[src/rtl/seq_addsub_unit.sv]
// Digit-serial adder/subtractor: WIDTH-bit A+B or A-B, DIGIT bits per cycle, LSB first.
// Latency: out_valid rises N = WIDTH/DIGIT clock edges after the accepting edge.
// Backpressure: the result and flags are held in DONE until out_ready; in_ready=0 while busy.
// Optional feature: define SEQ_ADDSUB_SAT_EN to saturate S on signed overflow.
module seq_addsub_unit #(
  parameter int WIDTH = 16,
  parameter int DIGIT = 4
) (
  input  logic             clk,
  input  logic             rst,
  input  logic             in_valid,
  output logic             in_ready,
  input  logic [WIDTH-1:0] A,
  input  logic [WIDTH-1:0] B,
  input  logic             sub,
  output logic             out_valid,
  input  logic             out_ready,
  output logic [WIDTH-1:0] S,
  output logic             Cout,
  output logic             V,
  output logic             Z
);

  localparam int N     = WIDTH / DIGIT;
  localparam int CNT_W = (N > 1) ? $clog2(N) : 1;

  typedef enum logic [1:0] {
    IDLE = 2'd0,
    RUN  = 2'd1,
    DONE = 2'd2
  } state_t;

  state_t             state_q, state_d;
  logic [WIDTH-1:0]   a_q, a_d;
  logic [WIDTH-1:0]   b_q, b_d;
  logic [WIDTH-1:0]   s_q, s_d;
  logic               carry_q, carry_d;
  logic [CNT_W-1:0]   cnt_q, cnt_d;
  logic               cout_q, cout_d;
  logic               v_q, v_d;
  logic               z_q, z_d;

  // Digit datapath signals
  logic [DIGIT:0]     dsum;
  logic [WIDTH-1:0]   s_ins;
  logic [WIDTH-1:0]   s_fin;
  logic               last_digit;
  logic               cin_msb;
  logic               v_calc;

  // Add the current digit of A and captured B with the carry; splice it into the partial result
  always_comb begin
    dsum       = {1'b0, a_q[int'(cnt_q)*DIGIT +: DIGIT]}
               + {1'b0, b_q[int'(cnt_q)*DIGIT +: DIGIT]}
               + {{DIGIT{1'b0}}, carry_q};
    s_ins      = s_q;
    s_ins[int'(cnt_q)*DIGIT +: DIGIT] = dsum[DIGIT-1:0];
    last_digit = (cnt_q == CNT_W'(N - 1));
    // Carry into the MSB recovered from the MSB sum bit; only meaningful on the last digit
    cin_msb    = a_q[WIDTH-1] ^ b_q[WIDTH-1] ^ s_ins[WIDTH-1];
    v_calc     = cin_msb ^ dsum[DIGIT];
    s_fin      = s_ins;
`ifdef SEQ_ADDSUB_SAT_EN
    // Both effective operands share a sign on overflow; that sign picks the clamp direction
    if (v_calc) begin
      s_fin = a_q[WIDTH-1] ? {1'b1, {(WIDTH-1){1'b0}}} : {1'b0, {(WIDTH-1){1'b1}}};
    end
`endif
  end

  // Next-state and datapath register updates
  always_comb begin
    state_d = state_q;
    a_d     = a_q;
    b_d     = b_q;
    s_d     = s_q;
    carry_d = carry_q;
    cnt_d   = cnt_q;
    cout_d  = cout_q;
    v_d     = v_q;
    z_d     = z_q;
    unique case (state_q)
      IDLE: begin
        if (in_valid) begin
          a_d     = A;
          b_d     = sub ? ~B : B;
          carry_d = sub;
          cnt_d   = '0;
          s_d     = '0;
          cout_d  = 1'b0;
          v_d     = 1'b0;
          z_d     = 1'b0;
          state_d = RUN;
        end
      end
      RUN: begin
        s_d     = s_ins;
        carry_d = dsum[DIGIT];
        if (last_digit) begin
          s_d     = s_fin;
          cout_d  = dsum[DIGIT];
          v_d     = v_calc;
          z_d     = (s_fin == '0);
          state_d = DONE;
        end else begin
          cnt_d = cnt_q + 1'b1;
        end
      end
      DONE: begin
        if (out_ready) begin
          state_d = IDLE;
        end
      end
      default: state_d = IDLE;
    endcase
  end

  // State and datapath registers with asynchronous clear
  always_ff @(posedge clk or posedge rst) begin
    if (rst) begin
      state_q <= IDLE;
      a_q     <= '0;
      b_q     <= '0;
      s_q     <= '0;
      carry_q <= 1'b0;
      cnt_q   <= '0;
      cout_q  <= 1'b0;
      v_q     <= 1'b0;
      z_q     <= 1'b0;
    end else begin
      state_q <= state_d;
      a_q     <= a_d;
      b_q     <= b_d;
      s_q     <= s_d;
      carry_q <= carry_d;
      cnt_q   <= cnt_d;
      cout_q  <= cout_d;
      v_q     <= v_d;
      z_q     <= z_d;
    end
  end

  assign in_ready  = (state_q == IDLE);
  assign out_valid = (state_q == DONE);
  assign S         = s_q;
  assign Cout      = cout_q;
  assign V         = v_q;
  assign Z         = z_q;

endmodule

[config.mk]
export PLATFORM = sky130hd
export DESIGN_NAME = seq_addsub_unit
export DESIGN_NICKNAME = d
export VERILOG_FILES = /design/src/rtl/seq_addsub_unit.sv
export SDC_FILE = /design/constraint.sdc
export NUM_CORES = 1
export LEC_CHECK = 0
export ABC_CLOCK_PERIOD_IN_PS = 4300
export BUFFER_PORTS_ARGS = -buffer_cell sky130_fd_sc_hd__buf_2
export CAP_MARGIN = 20
export CORE_MARGIN = 3
export CORE_UTILIZATION = 50
export DETAILED_ROUTE_END_ITERATION = 6
export PLACE_DENSITY = 0.74
export SYNTH_ARGS = -nofsm -noshare
export SYNTH_HDL_FRONTEND = slang
export SYNTH_SLANG_ARGS = --single-unit
[constraint.sdc]
create_clock -name clk -period 4.3 [get_ports clk]
set_input_delay 0 -clock clk [delete_from_list [all_inputs] [get_ports clk]]
set_output_delay 0 -clock clk [all_outputs]
set_load 0.005 [all_outputs]
==> summary.txt, run 1 <==
Worst setup path
  – Crit-path max FO: 9
  – Worst Setup Start Kind: flip-flop
  – CP Class: flip-flop to flip-flop
  – Critical Path RT: 4.56 ns
  – Worst Path Arrival: 3.21 ns
  – Worst setup EP type: flip-flop

Synthesis
  – Xor and xnor area share after synthesis: 0.0615
  – Post-Syn Instances: 248
  – Syn_area_per_cell: 11.5 um2
  – Syn_nets: 296
  – Ys flop type: dfrtp_1
  – Seq/Total Area, Yosys: 0.492
  – Yosys reg bits: 56
  – Simple-Gate Fraction of Synth Area: 0.0887
  – Post-synth ARST share: 1.00
  – Main combinational cell family by area after synthesis: compound AO/OA/AOI/OAI gates
  – Ys Warns: 0
  – Leading area contributor after synthesis: dfrtp_1
  – Area contributors post-synth: dfrtp_1 (49%), mux2_2 (6.7%), mux4_2 (6.3%)
  – Post-synth top area share: 0.492
  – Mapped Area: 2850 um2
  – Compound-Gate Fraction of Synth Area: 0.134
  – Synth Area in Adders: 0.0536
  – Netlist cell types: 35
  – Count leader, synth: dfrtp_1
  – EDFF count, synth: 0
  – Most frequent cells after synthesis: dfrtp_1 (56), nor2_1 (27), a21oi_1 (25), xnor2_1 (20), mux2_2 (17)
  – Fraction of synthesized area in multiplexers: 0.130

CTS
  – Root buf cell: clkbuf_8
  – Clock transition at path regs: 0.10 ns
  – Post-CTS setup buffers: 0
  – Clk Latency, worst-skew pair: 0.31 ns
  – H-tree levels: 2
  – Clock tree buffer depth: 2
  – CTS tree: built
  – Cts bufs inserted: 5
  – Clk sinks: 56

Die
  – Initial Util: 0.538
  – Core area: 5300 um2
  – Die height: 81.5 um
  – Die Span X: 81.5 um
  – Die Footprint: 6640 um2
  – Ports: 58
  – Rows: 26

Detailed routing
  – Vias per inst: 5.41
  – TritonRoute pass-1 iters: 4
  – Antenna-violating nets left: 0
  – DRT iter0 DRCs: 146
  – Final WL: 6100 um
  – DRC: 0
  – DR vias: 2181
  – Post-DR wirelength/cell: 15.1 um

Place
  – Area after DPL: 3170 um2
  – DP Wirelength: 4260 um
  – PortBufs: 57
  – Cells after DPL: 363
  – DP Worst Slack: 1.33 ns
  – Final Wtd Congestion: 0.815

STA
  – Tightest hold margin: 0.0111 ns
  – Fin crit period: 2.95 ns
  – Slew @ Worst Pin: 1.09 ns
  – Relative slew slack: 0.270
  – Final worst slack: 1.35 ns
  – Slew Viols, Final: 0
  – RSZ-0062 raised after global routing: no
  – Final hold violation count: 0
  – Final setup violating endpoints: 0
  – Fmax: 339 MHz
  – Clock skew: 0.0109 ns
  – Crit share post-route: 0.686
  – Setup_tns: 0 ns

Power and ir drop
  – Leakage: 1.66 nW
  – Pwr per Cell Area: 812 nW/um2
  – Worst vdd ir: 0.411 mV

GRT
  – Global route overflow: 0
  – Number of global-route vias before repair: 2245
  – First-pass GRT wire length: 10700 um
  – Most Crowded Layer GR: met2
  – Met2 usage: 0.363
  – Met3 Track Usage GR: 0.0373
  – Largest net degree at the start of global routing: 59
  – Global Route met1 Usage: 0.261
  – Initial antenna violation count: 0
  – Gr usage total: 0.209

Finish
  – FILL cells: 402
  – Final #Nets: 380
  – Layout cell share with drive strength beyond 1: 0.285
  – Cell Count, Final, Fillers Out: 403
  – Flip-flop and latch area: 1400 um2
  – Final instance area: 3600 um2
  – Area of the multi-input gates: 1340 um2
  – Area Growth Syn to Fin: 26.3%
  – Antenna cells: 0

Run status
  – Status: finished, final reports clean

Min path
  – Worst Hold Class: primary input to flip-flop

Flow run
  – # Max-Cap Violations: 0
[where the power goes]
group / internal, mW / switching (mW) / total, mW / leakage [nW]
Clock: 0.173 / 0.167 / 0.341 / 0.0552
Combinational: 0.741 / 0.881 / 1.62 / 0.916
Sequential: 0.769 / 0.193 / 0.962 / 0.687
[path summary, 6_finish.rpt]
path                                from    endpoint  slack (ns)  cells after the start
worst max-delay path            cnt_q[0]           Z        1.35                      9
worst min-delay path                B[3]      b_q[3]        0.01                      3
worst max register to register  cnt_q[0]           Z        1.35                      9
worst min register to register      Cout        Cout        0.51                      2
max in group asynchronous            rst     b_q[14]        3.42                      4
min in group asynchronous            rst  state_q[1]        0.40                      4
[area by class of cell]
class                   instances  area share
inverters                      12      0.0125
flip-flops and latches         56       0.389
clock inverters                 2     0.00974
clock buffers                   6      0.0202
multi-input cells             166       0.371
repair buffers                 91       0.172
well taps                      70      0.0243
[kinds of logic after synthesis]
group | after synthesis
compound gates | 56
flops | 56
simple gates | 54
buf+inv | 26
mux | 25
xor+xnor | 20
fa+ha+maj | 11
[critical path: stages (launching register included)]
cell and delay, ns:
dfrtp_1 0.67, mux4_2 0.59, fa_1 0.43, inv_1 0.08, fa_1 0.19, xnor2_1 0.18
o21bai_1 0.19, o2111ai_1 0.14, nor3_1 0.25, a32o_1 0.18
[registers in the layout, indices dropped and copies added, names as in the netlist]
name     flops
S           16
a_q         16
b_q         16
cnt_q        2
state_q      2
Cout         1
V            1
Z            1
carry_q      1
[per-layer routing]
metal | vias up | wire, um
met4 | 0 | 134
met1 | 1041 | 2540
met3 | 15 | 322
met5 | - | 0
met2 | 74 | 3090
li1 | 1051 | -
[cell usage in the layout (no fill, tap or decap), types with 2 or more instances in the layout]
cell type       n
nor2b_1         3
nand2b_1        2
a32o_1          3
nand3b_1        2
o21ai_0         2
o21bai_1        2
dlygate4sd3_1  32
buf_2          57
a21oi_1        25
nand2_1         6
a22o_1         13
mux4_2          8
dfrtp_1        56
and3_1          2
nor4_1          3
inv_1          11
nor2_1         27
fa_1            2
buf_4           2
clkbuf_8        5
nand3_1         2
o22ai_1         3
xnor2_1        20
nor3_1          4
mux2_2         17
ha_1            9
[stage by stage]
stage	util	power [mW]
2_1_floorplan	-	2.14
4_1_cts	0.679	2.93
3_3_place_gp	0.598	2.52
6_report	0.679	2.92
5_1_grt	0.679	3.17
3_5_place_dp	0.598	2.56
[repair_timing]
item                      in CTS  in global routing
hold endpoints to repair      87                  0
hold buffers                  32                  0
resized for setup              0                  0
No activity file was read; power rests on OpenSTA's default activity.
==> run 2: changes to the inputs <==
ABC_CLOCK_PERIOD_IN_PS = 2700   (was 4300)
CORE_UTILIZATION = 49   (was 50)
PLACE_DENSITY = 0.75   (was 0.74)
clock period = 2.7 ns   (was 4.3 ns; I/O delays follow)
==> summary.txt, run 2 (same netlist as run 1, synthesis figures left out) <==
Place
  – PortBufs: 57
  – DP Worst Slack: 0.0391 ns
  – DP Wirelength: 4540 um
  – Final Wtd Congestion: 0.857

Die
  – Core area: 5570 um2
  – Initial Util: 0.511
  – Die Footprint: 6770 um2
  – Ports: 58
  – Die height: 82.3 um
  – Rows: 27
  – Die Span X: 82.3 um

Min path
  – Startpoint of the worst hold path: sub
  – Worst Hold Class: primary input to flip-flop

Detailed routing
  – Met2 wire length: 3350 um
  – DR vias: 2232
  – TritonRoute pass-1 iters: 4
  – Post-DR wirelength/cell: 15.8 um
  – Metal-1 WL: 2770 um
  – DRC: 0
  – Antenna-violating nets left: 0
  – DR top layer: met4
  – Vias per inst: 5.39
  – Final WL: 6530 um
  – DRT iter0 DRCs: 166
  – Met3 wire len: 307 um

Finish
  – Final #Nets: 390
  – Most frequent cells in the layout: buf_2 (57), dfrtp_1 (55), dlygate4sd3_1 (34)
  – Area Growth Syn to Fin: 31.3%
  – FILL cells: 443
  – Antenna cells: 0
  – Commonest non-fill, non-tap cell in the layout: buf_2
  – Layout cell share with drive strength beyond 1: 0.316

Worst setup path
  – Worst setup EP type: flip-flop
  – Crit-path max FO: 4
  – CP Launch Point: cnt_q[0]
  – Critical Path RT: 2.96 ns
  – Worst Setup Start Kind: flip-flop
  – CP Class: flip-flop to flip-flop
  – Reg2reg start: cnt_q[0]
  – Worst Path Arrival: 2.84 ns

CTS
  – Cts bufs inserted: 5
  – Clock tree buffer depth: 2
  – Clk sinks: 56
  – Clock transition at path regs: 0.11 ns
  – H-tree levels: 2
  – Root buf cell: clkbuf_8
  – Clk Latency, worst-skew pair: 0.32 ns
  – CTS tree: built

Power and ir drop
  – Pwr per Cell Area: 1390 nW/um2
  – Leakage: 1.72 nW
  – Worst vdd ir: 0.744 mV

GRT
  – Global route overflow: 0
  – Gr usage total: 0.210
  – First-pass GRT wire length: 10800 um
  – Largest net degree at the start of global routing: 32
  – Number of global-route vias before repair: 2236
  – Initial antenna violation count: 0

STA
  – Fmax: 388 MHz
  – Final setup violating endpoints: 0
  – RSZ-0062 raised after global routing: no
  – Relative slew slack: 0.451
  – Final worst slack: 0.123 ns
  – Slew Viols, Final: 0
  – Fin crit period: 2.58 ns
  – Setup_tns: 0 ns
  – Crit share post-route: 0.955
  – Slew @ Worst Pin: 0.822 ns
  – Final hold violation count: 0
  – Clock skew: 0.0148 ns

Flow run
  – # Max-Cap Violations: 0

Run status
  – Status: finished, final reports clean
[run 2: cell types whose count changed in the layout (fill, tap and decap cells not counted), sizes merged]
cell	delta
buf	+8
dlygate4sd3	+2
bufinv	+1
clkbuf	-1
clkinv	-1
[run 2: critical path, stage by stage (launching register included)]
cell	delay [ns]
dfrtp_1	0.40
buf_4	0.13
mux4_2	0.52
fa_2	0.38
inv_1	0.07
fa_1	0.19
xnor2_1	0.13
o21bai_1	0.19
o2111ai_1	0.16
nor3_2	0.19
a32o_1	0.18
[run 2: repair_timing]
item | 4_1_cts | 5_1_grt
endpoints found under the hold margin | 58 | 0
endpoints found under the setup margin | 0 | 2
buffers inserted | 0 | 1
hold buffers | 34 | 0
resized for setup | 0 | 6
[run 2: cell type report]
| class | instances | area (um2) | share of cell area |
|---|---|---|---|
| Timing Repair Buffer | 101 | 717 | 0.192 |
| Multi-Input combinational cell | 166 | 1360 | 0.363 |
| Clock inverter | 2 | 60.1 | 0.0160 |
| Sequential cell | 56 | 1400 | 0.375 |
| Inverter | 12 | 45.0 | 0.0120 |
| Tap cell | 72 | 90.1 | 0.0241 |
| Clock buffer | 5 | 68.8 | 0.0184 |
[run 2: final timing paths]
path	to	slack, ns	cells after the start
worst min-delay path	b_q[4]	0.25	3
worst max register to register	Z	0.12	10
max in group asynchronous	b_q[5]	1.85	4
worst max-delay path	Z	0.12	10
min in group asynchronous	V	0.28	3
worst min register to register	Cout	0.51	2
[run 2: power breakdown]
part	switching (mW)	internal, mW	leakage (nW)
logic	1.57	1.46	0.973
clock network	0.273	0.365	0.0642
registers	0.289	1.23	0.686
[run 2: per-stage QoR]
step	hold WS, ns	utilization	power, mW	instances	cell area (um2)
3_5_place_dp	0.0876	0.581	4.37	372	3240
3_3_place_gp	0.232	0.577	4.27	371	3220
6_report	0.245	0.672	5.19	414	3740
4_1_cts	0.245	0.665	5.05	413	3710
2_1_floorplan	0.152	-	3.43	248	2860
5_1_grt	0.255	0.672	5.60	414	3740
[run 2: layer usage]
layer,GRT usage,up-vias
met1,0.266,1090
met3,0.0423,11
met2,0.369,65
met5,0,-
li1,-,1066
met4,0.0449,0
==> run 3: changes to the inputs <==
ABC_AREA = 1   (was default)
CORE_UTILIZATION = 50   (was 49)
CTS_CLUSTER_DIAMETER = 60   (was default)
PLACE_DENSITY = 0.76   (was 0.75)
==> summary.txt, run 3 <==
Die
  – Die Footprint: 7090 um2
  – Ports: 58
  – Rows: 27
  – Die height: 84.2 um
  – Die Span X: 84.2 um
  – Initial Util: 0.536
  – Core area: 5710 um2

Flow run
  – # Max-Cap Violations: 0

Power and ir drop
  – Comb pwr share: 0.571
  – Sw frac: 0.469
  – Net switching power: 2.14 mW
  – Sequential power share: 0.323
  – Leakage: 2.06 nW
  – Int Pwr: 2.43 mW
  – Worst vdd ir: 0.641 mV
  – Clk pwr share: 0.106
  – Total Power: 4.57 mW
  – Pwr per Cell Area: 1170 nW/um2

Worst setup path
  – Critical path's slowest cell: dfrtp_2
  – CP Class: flip-flop to flip-flop
  – Reg2reg start: cnt_q[0]
  – Worst R2R Setup Slack: 0.15 ns
  – Most used cell, CP: nand2_1
  – Worst Setup Start Kind: flip-flop
  – Worst Path Arrival: 2.77 ns
  – Crit-path max FO: 8
  – Worst Setup EP: Z
  – Critical Path RT: 2.92 ns
  – CP Launch Point: cnt_q[0]
  – Critical path cell sequence: buf_6 -> o21ai_2 -> o22ai_2 -> fa_2 -> inv_2 -> fa_1 -> nor2_2 -> nand3_1 -> nand2_1 -> nor2_1 -> nand2_1 -> nor2_1 -> nand2_1 -> nor2_1 -> nand3_1 -> nand2_1
  – Worst flop-to-flop path endpoint: Z
  – R2R depth: 16
  – Worst setup EP type: flip-flop
  – Worst path max stage delay: 0.45 ns

Detailed routing
  – DRC: 0
  – TritonRoute pass-1 iters: 4
  – Antenna-violating nets left: 0
  – Final WL: 7970 um
  – Post-DR wirelength/cell: 14.3 um
  – DRT iter0 DRCs: 134
  – DR vias: 2862
  – Vias per inst: 5.13

Synthesis
  – Simple-Gate Fraction of Synth Area: 0.255
  – Area contributors post-synth: dfrtp_1 (46%), nand2_1 (15%), o21ai_0 (5.4%)
  – Yosys reg bits: 56
  – Leading area contributor after synthesis: dfrtp_1
  – Syn_area_per_cell: 7.76 um2
  – Post-Syn Instances: 394
  – Compound-Gate Fraction of Synth Area: 0.110
  – Main combinational cell family by area after synthesis: simple AND/OR/NAND/NOR gates
  – Syn_nets: 442
  – Post-synth top area share: 0.458
  – Synth Area in Adders: 0.0499
  – Post-synth ARST share: 1.00
  – Ys flop type: dfrtp_1
  – Most frequent cells after synthesis: nand2_1 (125), dfrtp_1 (56), nor2_1 (40), o21ai_0 (33), inv_1 (31)
  – Seq/Total Area, Yosys: 0.458
  – Mapped Area: 3060 um2
  – Fraction of synthesized area in multiplexers: 0
  – Netlist cell types: 26
  – EDFF count, synth: 0
  – Count leader, synth: nand2_1
  – Ys Warns: 0
  – Xor and xnor area share after synthesis: 0.0516

STA
  – Fin crit period: 2.55 ns
  – Final hold violation count: 0
  – Clock skew: 0.0143 ns
  – Relative slew slack: 0.618
  – Slew Viols, Final: 0
  – Final setup violating endpoints: 0
  – RSZ-0062 raised after global routing: yes
  – Fmax: 392 MHz
  – Crit share post-route: 0.944
  – Slew @ Worst Pin: 0.571 ns

GRT
  – Global route overflow: 0
  – First-pass GRT wire length: 13200 um
  – Gr usage total: 0.231
  – Initial antenna violation count: 0
  – Number of global-route vias before repair: 2720
  – Largest net degree at the start of global routing: 34

Min path
  – Worst Hold Class: primary input to flip-flop
  – Startpoint of the worst hold path: B[4]

Finish
  – Cell Count, Final, Fillers Out: 558
  – Commonest non-fill, non-tap cell in the layout: nand2_1
  – FILL cells: 476
  – Most frequent cells in the layout: nand2_1 (125), buf_2 (57), dfrtp_1 (55)
  – Area Growth Syn to Fin: 27.4%
  – Final core occ: 0.682
  – Antenna cells: 0
  – Layout cell share with drive strength beyond 1: 0.198
  – Final #Nets: 533

Place
  – DP Wirelength: 5620 um
  – Final Wtd Congestion: 0.891
  – Cells after DPL: 515
  – PortBufs: 57

CTS
  – Root buf cell: clkbuf_8
  – Clk Latency, worst-skew pair: 0.32 ns
  – Clock transition at path regs: 0.11 ns
  – Clock tree buffer depth: 2
  – Cts bufs inserted: 5
  – H-tree levels: 2
  – Clk sinks: 56
  – CTS tree: built

Run status
  – Status: finished, final reports clean
## run 3: cell types whose count changed after synthesis, moves of 8 or more
cell     before  now
o22ai_1       3   14
mux4_2        8    0
mux2_2       17    0
inv_1        12   31
nand2_1       6  125
o21ai_0       2   33
a22o_1       13    0
a21oi_1      25    8
nand3_1       2   23
nor2_1       27   40
## run 3: power groups by stage
| stage | clock (mW) | sequential [mW] | combinational [mW] |
|---|---|---|---|
| floorplan | 0 | 1.42 | 1.77 |
| global placement | 0 | 1.48 | 2.38 |
| detailed placement | 0 | 1.48 | 2.44 |
| CTS | 0.492 | 1.47 | 2.49 |
| global route | 0.527 | 1.53 | 2.96 |
| finish | 0.483 | 1.48 | 2.61 |
## run 3: worst min path at each step
stage	end	cells past startpoint
after global routing	b_q[4]	3
after CTS	b_q[1]	3
after detailed placement	S[4]	2
after global placement	state_q[1]	2
final	b_q[4]	3
after floorplan	state_q[1]	1
## run 3: metrics by stage
step	setup slack, ns	hold slack, ns	area (um2)	TNS [ns]
detailed placement	0.0227	0.0760	3420	0
global route	-0.0110	0.0484	3890	-0.0110
CTS	0.0170	0.000508	3820	0
global placement	0.113	0.183	3400	0
finish	0.151	0.00281	3890	0
floorplan	0.0214	0.0948	3060	0
## run 3: area by class of cell
type	count	area, um2	share of cell area
multi-input cells	285	1450	0.373
clock inverters	2	10.0	0.00257
repair buffers	102	723	0.186
inverters	35	134	0.0344
clock buffers	6	82.6	0.0212
flip-flops and latches	56	1400	0.360
well taps	72	90.1	0.0231
## run 3: cell families (layout without fill, tap and decap cells)
family	Yosys count	after routing
adders and majority gates	11	11
AOI/OAI and AO/OA	61	61
DFF	56	56
xor gates and xnor gates	18	18
buffers and inverters	53	145
and+or+nand+nor	195	195
## run 3: critical path: cells and delay by family, from the launching register on
family | cells | cell delay [ns]
AOI/OAI and AO/OA | 2 | 0.24
buffers and inverters | 2 | 0.22
adders and majority gates | 2 | 0.82
DFF | 1 | 0.45
and+or+nand+nor | 10 | 0.73
## run 3: repair_timing
| item | CTS | global route |
|---|---|---|
| hold buffers | 31 | 1 |
| endpoints found under the setup margin | 0 | 2 |
| setup buffers | 0 | 3 |
| hold endpoints to repair | 53 | 1 |
| gates resized for setup | 0 | 16 |
## run 3: layer usage
layer / GRT usage / vias to the layer above / routed length, um
met1: 0.293 / 1351 / 3350
li1: - / 1432 / -
met3: 0.0324 / 11 / 343
met2: 0.419 / 68 / 4170
met5: 0 / - / 0
met4: 0.0512 / 0 / 109
